`src/rtl/cpu_io_pkg.sv`:
```
// Shared constants and types for the cpu board-I/O conditioning blocks.
package cpu_io_pkg;

  localparam int SWITCH_WIDTH            = 4;
  localparam int DEFAULT_DEBOUNCE_CYCLES = 100000;

  // Per-bit debounce state, decoded from the qualification counter.
  typedef enum logic {
    DB_STABLE  = 1'b0,
    DB_PENDING = 1'b1
  } db_state_e;

endpackage

```
`src/rtl/switch_debounce_bit.sv`:
```
// One switch bit: 2-flop synchroniser, saturating stability counter and
// registered rise/fall pulse generation.
module switch_debounce_bit
  import cpu_io_pkg::*;
#(
  parameter int   DEBOUNCE_CYCLES = DEFAULT_DEBOUNCE_CYCLES,
  parameter logic RESET_VALUE     = 1'b0
) (
  input  logic clk,
  input  logic n_rst,
  input  logic raw,
  output logic level,
  output logic rise,
  output logic fall,
  output logic change_next
);

  localparam int             CW      = $clog2(DEBOUNCE_CYCLES);
  localparam logic [CW-1:0]  CNT_ONE = CW'(1);
  localparam logic [CW-1:0]  CNT_MAX = CW'(DEBOUNCE_CYCLES - 1);

  logic          sync1, sync2;
  logic [CW-1:0] cnt, cnt_next;
  logic          level_next, rise_next, fall_next;
  db_state_e     state;

  assign state       = (cnt == '0) ? DB_STABLE : DB_PENDING;
  assign change_next = rise_next | fall_next;

  always_comb begin
    // NOTE: every output of this block gets a default first so no path
    // through the case leaves one unassigned and infers a latch.
    cnt_next   = cnt;
    level_next = level;
    rise_next  = 1'b0;
    fall_next  = 1'b0;
    unique case (state)
      DB_STABLE: begin
        if (sync2 != level) cnt_next = CNT_ONE;
      end
      DB_PENDING: begin
        if (sync2 == level) begin
          cnt_next = '0;
        end else if (cnt == CNT_MAX) begin
          level_next = sync2;
          cnt_next   = '0;
          rise_next  = sync2;
          fall_next  = ~sync2;
        end else begin
          cnt_next = cnt + CNT_ONE;
        end
      end
    endcase
  end

  // Reset wins over an acceptance falling on the same edge.
  always_ff @(posedge clk) begin
    // NOTE: state registers use non-blocking assignments so every flop
    // samples the pre-edge values of its neighbours.
    if (!n_rst) begin
      sync1 <= RESET_VALUE;
      sync2 <= RESET_VALUE;
      level <= RESET_VALUE;
      cnt   <= '0;
      rise  <= 1'b0;
      fall  <= 1'b0;
    end else begin
      sync1 <= raw;
      sync2 <= sync1;
      level <= level_next;
      cnt   <= cnt_next;
      rise  <= rise_next;
      fall  <= fall_next;
    end
  end

endmodule

```
`src/rtl/switch_debouncer.sv`:
```
// Board-switch conditioning ahead of cpu.switch: per-bit synchronise and
// debounce, plus registered edge pulses and a combined change flag.
module switch_debouncer
  import cpu_io_pkg::*;
#(
  parameter int               WIDTH           = SWITCH_WIDTH,
  parameter int               DEBOUNCE_CYCLES = DEFAULT_DEBOUNCE_CYCLES,
  parameter logic [WIDTH-1:0] RESET_VALUE     = '0
) (
  input  logic             clk,
  input  logic             n_rst,
  input  logic [WIDTH-1:0] switch_raw,
  output logic [WIDTH-1:0] switch,
  output logic [WIDTH-1:0] rise,
  output logic [WIDTH-1:0] fall,
  output logic             any_change
);

  logic [WIDTH-1:0] change_next;

  for (genvar i = 0; i < WIDTH; i++) begin : g_bit
    switch_debounce_bit #(
      .DEBOUNCE_CYCLES (DEBOUNCE_CYCLES),
      .RESET_VALUE     (RESET_VALUE[i])
    ) u_bit (
      .clk         (clk),
      .n_rst       (n_rst),
      .raw         (switch_raw[i]),
      .level       (switch[i]),
      .rise        (rise[i]),
      .fall        (fall[i]),
      .change_next (change_next[i])
    );
  end

  // Built from next-cycle pulses so it lands in the same cycle as rise/fall.
  always_ff @(posedge clk) begin
    if (!n_rst) any_change <= 1'b0;
    else        any_change <= |change_next;
  end

endmodule

```
`config.mk`:
```
export PLATFORM = sky130hd
export DESIGN_NAME = switch_debouncer
export DESIGN_NICKNAME = d
export VERILOG_FILES = /design/src/rtl/cpu_io_pkg.sv /design/src/rtl/switch_debounce_bit.sv /design/src/rtl/switch_debouncer.sv
export SDC_FILE = /design/constraint.sdc
export NUM_CORES = 1
export LEC_CHECK = 0
export ABC_AREA = 1
export CAP_MARGIN = 10
export CORE_MARGIN = 2
export CORE_UTILIZATION = 50
export DETAILED_ROUTE_END_ITERATION = 10
export PLACE_DENSITY = 0.74
export SLEW_MARGIN = 0
export SYNTH_ARGS = -nofsm -noshare
export SYNTH_HDL_FRONTEND = slang
export SYNTH_SLANG_ARGS = --single-unit
export TNS_END_PERCENT = 5
```
`constraint.sdc`:
```
create_clock -name clk -period 2.2 [get_ports clk]
set_clock_uncertainty 0.1 [all_clocks]
set_input_delay 0.22 -clock clk [delete_from_list [all_inputs] [get_ports clk]]
set_output_delay 0.22 -clock clk [all_outputs]
set_load 0.02 [all_outputs]
```
; Word-level counts from Yosys, hierarchy flattened
; Index checks and enable logic that the tools add are counted.
[op_classes]
addsub = 4
n_eq_ne = 16
muxes = 44
n_bitwise = 16
n_reduce_logical = 9
[op_table]
columns = op, n
row1 = two-way mux 17 bit, 12
row2 = one-hot mux 17 bit (2 select lines), 4
row3 = adder 17 x 1 -> 17 bit (second input constant), 4
row4 = == test 17 bit (second input constant), 4
row5 = logical NOT 17 bit, 4
row6 = two-way mux 1 bit, 28
row7 = NOT 1 bit, 12
row8 = AND reduction 3 bit, 4
row9 = inequality test 2 bit (second input constant), 4
row10 = == test 1 bit, 4
row11 = inequality test 1 bit, 4
row12 = bitwise OR 1 bit, 4
row13 = OR reduction 4 bit, 1
[word_totals]
register_bits = 89
output_inout_bits = 13
wordCells = 114

; Longest topological paths before layout
[depth]
word_depth = 6
depth_mapped = 9

; By module
; Synthesis repeated with hierarchy kept, for this count alone.
[hier_totals]
hier_cells = 689
area_unflattened_um2 = 4740.8
[modules_own_cells]
columns = module, seq_area_each_um2, cells_per_inst, instances, area_each_um2
row1 = switch_debounce_bit, 440.4, 171, 4, 1176.1
row2 = switch_debouncer, 20.0, 5, 1, 36.3

; Worst setup path before layout
; Ideal clock, no wire load.
[synth_path]
kind = reg2reg
startpoint = register g_bit[0].u_bit.cnt[1]
endpoint = register g_bit[0].u_bit.cnt[12]
path_slack_ps = 783
setup_time_ps = 128
arrival_time_ps = 1189
path_stages_with_launch = 8
period_less_slack_ps = 1417
path_cell_list = dfxtp_1 -> ha_1 -> nand3_1 -> nor2_1 -> nand2_1 -> xnor2_1 -> nand2_1 -> nor2_1
[synth_between]
elab_chain_len = 4
word_cells_on_any_way = 8
cone_classes = 1 x add/sub / 2 x eq/ne / 4 x mux / 1 x reduce/logical
[synth_lines]
columns = element, line
row1 = start: declaration, switch_debounce_bit.sv:23  ; logic [CW-1:0] cnt, cnt_next;
row2 = start signal: assignment, switch_debounce_bit.sv:71  ; cnt <= cnt_next;
row3 = adder 17 x 1 -> 17 bit / == test 17 bit (equally long branches), "switch_debounce_bit.sv:50, switch_debounce_bit.sv:44"
row4 = two-way mux 17 bit, switch_debounce_bit.sv:44  ; end else if (cnt == CNT_MAX) begin
row5 = two-way mux 17 bit, switch_debounce_bit.sv:42  ; if (sync2 == level) begin
row6 = one-hot mux 17 bit (2 select lines), switch_debounce_bit.sv:37  ; unique case (state)
; Parallel ways exist; a longest one is shown, timed or not.
; A chain may end at the register's enable or synchronous reset.

; Worst setup path after layout
[layout_path]
startpoint = register g_bit[0].u_bit.level
endpoint = output switch[0]
[layout_lines]
columns = element, line
row1 = start: declaration, switch_debounce_bit.sv:12  ; output logic level,
row2 = start signal: assignment, switch_debounce_bit.sv:70  ; level <= level_next;
row3 = end: declaration, switch_debouncer.sv:13  ; output logic [WIDTH-1:0] switch,
; No word-level cell between the ends.

==> results.md <==
- Design Power: 3030 µW
- Cell Chain, Critical Path: clkdlybuf4s50_1
- Sequential area share after synthesis: 0.387
- #FFs+latches synth: 89
- Nets: 695
- Worst Path Required: 1.88 ns
- CTS Buf Count: 9
- Critical Path Source Type: flip-flop
- CTS sink count: 89
- Worst skew pair latency: 0.37 ns
- Die area: 9980 µm²
- CTS tree: built
- Netlist cell types: 26
- R2r setup slk: 0.53 ns
- FP Rows: 34
- Die width: 99.9 µm
- Clock tree buffer depth: 2
- Synth Warn #: 0
- Mapped cell area: 4600 µm²
- Final hold viol count: 0
- Setup repair bufs after CTS: 0
- Largest net degree at the start of global routing: 35
- Routed WL per cell: 12.1 µm
- Post-Layout Inst Area: 5050 µm²
- Placeable Area: 8810 µm²
- Max Cap Viol: 0
- Final ANT Viol Nets: 0
- H-tree depth: 3
- Post-synth EDFFs: 0
- Tmin final: 1.80 ns
- Syn Inst Count: 670
- WP buf/inv: 1
- Vias in the first global route: 3,787
- Slew @ Worst Pin: 0.480 ns
- First-pass GRT wire length: 16,700 µm
- Filler cells: 824
- Most frequent cells in the layout: 146 x nand2_1, 138 x nor2_1, 89 x dfxtp_1, 75 x inv_1, 64 x nand3_1
- Post-CTS Hold Fix Bufs: 0
- CP max stage cell: clkdlybuf4s50_1
- DR vias: 4,061
- Synth async-reset ratio: 0
- Layout cells sized above 1: 0.0525
- Syn Nets: 684
- Top delay family on crit path: buffers and inverters
- Reg clk slew, reported paths: 0.09 ns
- Syn-to-layout area delta: 9.88%
- Die H: 99.9 µm
- RSZ-0062 raised after global routing: false
- Total gr overflow: 0
- DP Area: 4820 µm²
- Slowest stage delay, CP: 0.66 ns
- Worst Path Max Fanout: 3
- Clock root cell: clkbuf_8
- Initial core utilization: 0.522
- Detailed Routing Iterations Pass 1: 4
- Vias per cell: 5.11
- Final setup violation count: 0
- Final worst-path cycle share: 0.820
- Final WL: 9570 µm
- Remaining DRCs: 0
- GPL Wtd Cong: 0.901
- Most common cell after layout, fill and taps aside: nand2_1
- Peak supply drop: 0.328 mV
- Gr usage total: 0.205
- Worst setup EP type: output pin
- IO Count: 19
- Number of gates resized after CTS: 0
- P_leak: 0.00216 µW
- DP Wirelength: 7060 µm
- Slew Limit Fails: 0
- Avg Cell Area, Syn: 6.86 µm²
- Power Density: 599 nW/µm²
- Peak Freq: 554 MHz
- N_diodes: 0
- Status: complete, no violations
- Ys flop type: dfxtp_1
- Crit path kind: reg -> out
- Min-Delay Path Class: in -> reg
- Relative slew slack: 0.680
- CP arrival: 1.48 ns
- Detailed Route Iter0 Violations: 185
- Port Buffers: 18
- TNS Setup: 0 ns
- Antenna violations before repair: 0
[layout make-up]
type | instances | area, µm² | area share
Clock buffer | 11 | 151 | 0.0300
Clock inverter | 5 | 85.1 | 0.0168
Inverter | 76 | 285 | 0.0565
Multi-Input combinational cell | 482 | 2400 | 0.474
Sequential cell | 89 | 1780 | 0.353
Tap cell | 108 | 135 | 0.0267
Timing Repair Buffer | 23 | 218 | 0.0431
[final timing paths]
path,from,endpoint,cells past startpoint
worst max register to register,g_bit[2].u_bit.cnt[0],g_bit[2].u_bit.cnt[16],9
worst min register to register,g_bit[2].u_bit.sync1,g_bit[2].u_bit.sync2,2
worst min-delay path,switch_raw[0],g_bit[0].u_bit.sync1,3
worst max-delay path,g_bit[0].u_bit.level,switch[0],1
[registers in the layout (all words and copies together), names as in the netlist]
signal	cells
g_bit.u_bit.rise	4
g_bit.u_bit.sync2	4
g_bit.u_bit.cnt	68
any_change	1
g_bit.u_bit.fall	4
g_bit.u_bit.level	4
g_bit.u_bit.sync1	4
[synth_stat cells, types with 2 or more instances]
cell / number / area share
buf_4: 12 / 0.020
o21ai_0: 14 / 0.015
nor2_4: 2 / 0.0049
inv_1: 75 / 0.061
nor3_2: 4 / 0.0087
nand3_1: 64 / 0.070
buf_2: 3 / 0.0033
clkbuf_1: 4 / 0.0033
a21o_1: 3 / 0.0049
xor2_1: 27 / 0.051
nor2_1: 138 / 0.11
a31o_2: 4 / 0.0076
dfxtp_1: 89 / 0.39
a21oi_1: 7 / 0.0076
nand2_1: 146 / 0.12
ha_1: 8 / 0.022
buf_1: 4 / 0.0033
xnor2_1: 14 / 0.027
nor3_1: 25 / 0.027
nand4_1: 21 / 0.029
[cell families after synthesis]
group	after synthesis	share of synthesized area
simple gates	402	0.375
xor+xnor	43	0.0876
fa+ha+maj	8	0.0218
buf+inv	99	0.0914
compound gates	29	0.0370
flops	89	0.387
[metrics by stage]
| step | worst slack (ns) | std cells | hold WS (ns) | utilization |
|---|---|---|---|---|
| floorplan | 0.783 | 670 | 0.218 | - |
| global placement | 0.608 | 778 | 0.293 | 0.547 |
| detailed placement | 0.547 | 778 | 0.299 | 0.547 |
| CTS | 0.384 | 794 | 0.271 | 0.574 |
| global route | 0.338 | 794 | 0.304 | 0.574 |
| finish | 0.396 | 794 | 0.280 | 0.574 |
[power by group]
part / internal [µW] / switching (µW) / leakage (µW)
sequential: 1620 / 8.55 / 0.000719
clock: 708 / 600 / 0.000116
combinational: 29.1 / 61.9 / 0.00133
[layer usage]
metal  vias up  track usage  routed length, µm
met5         -            0                  0
met1      1843        0.276               4680
met2        82        0.334               4340
met4         0       0.0727                126
li1       2123            -                  -
met3        13       0.0313                422
Note: power is estimated with default switching activity, not from simulation.
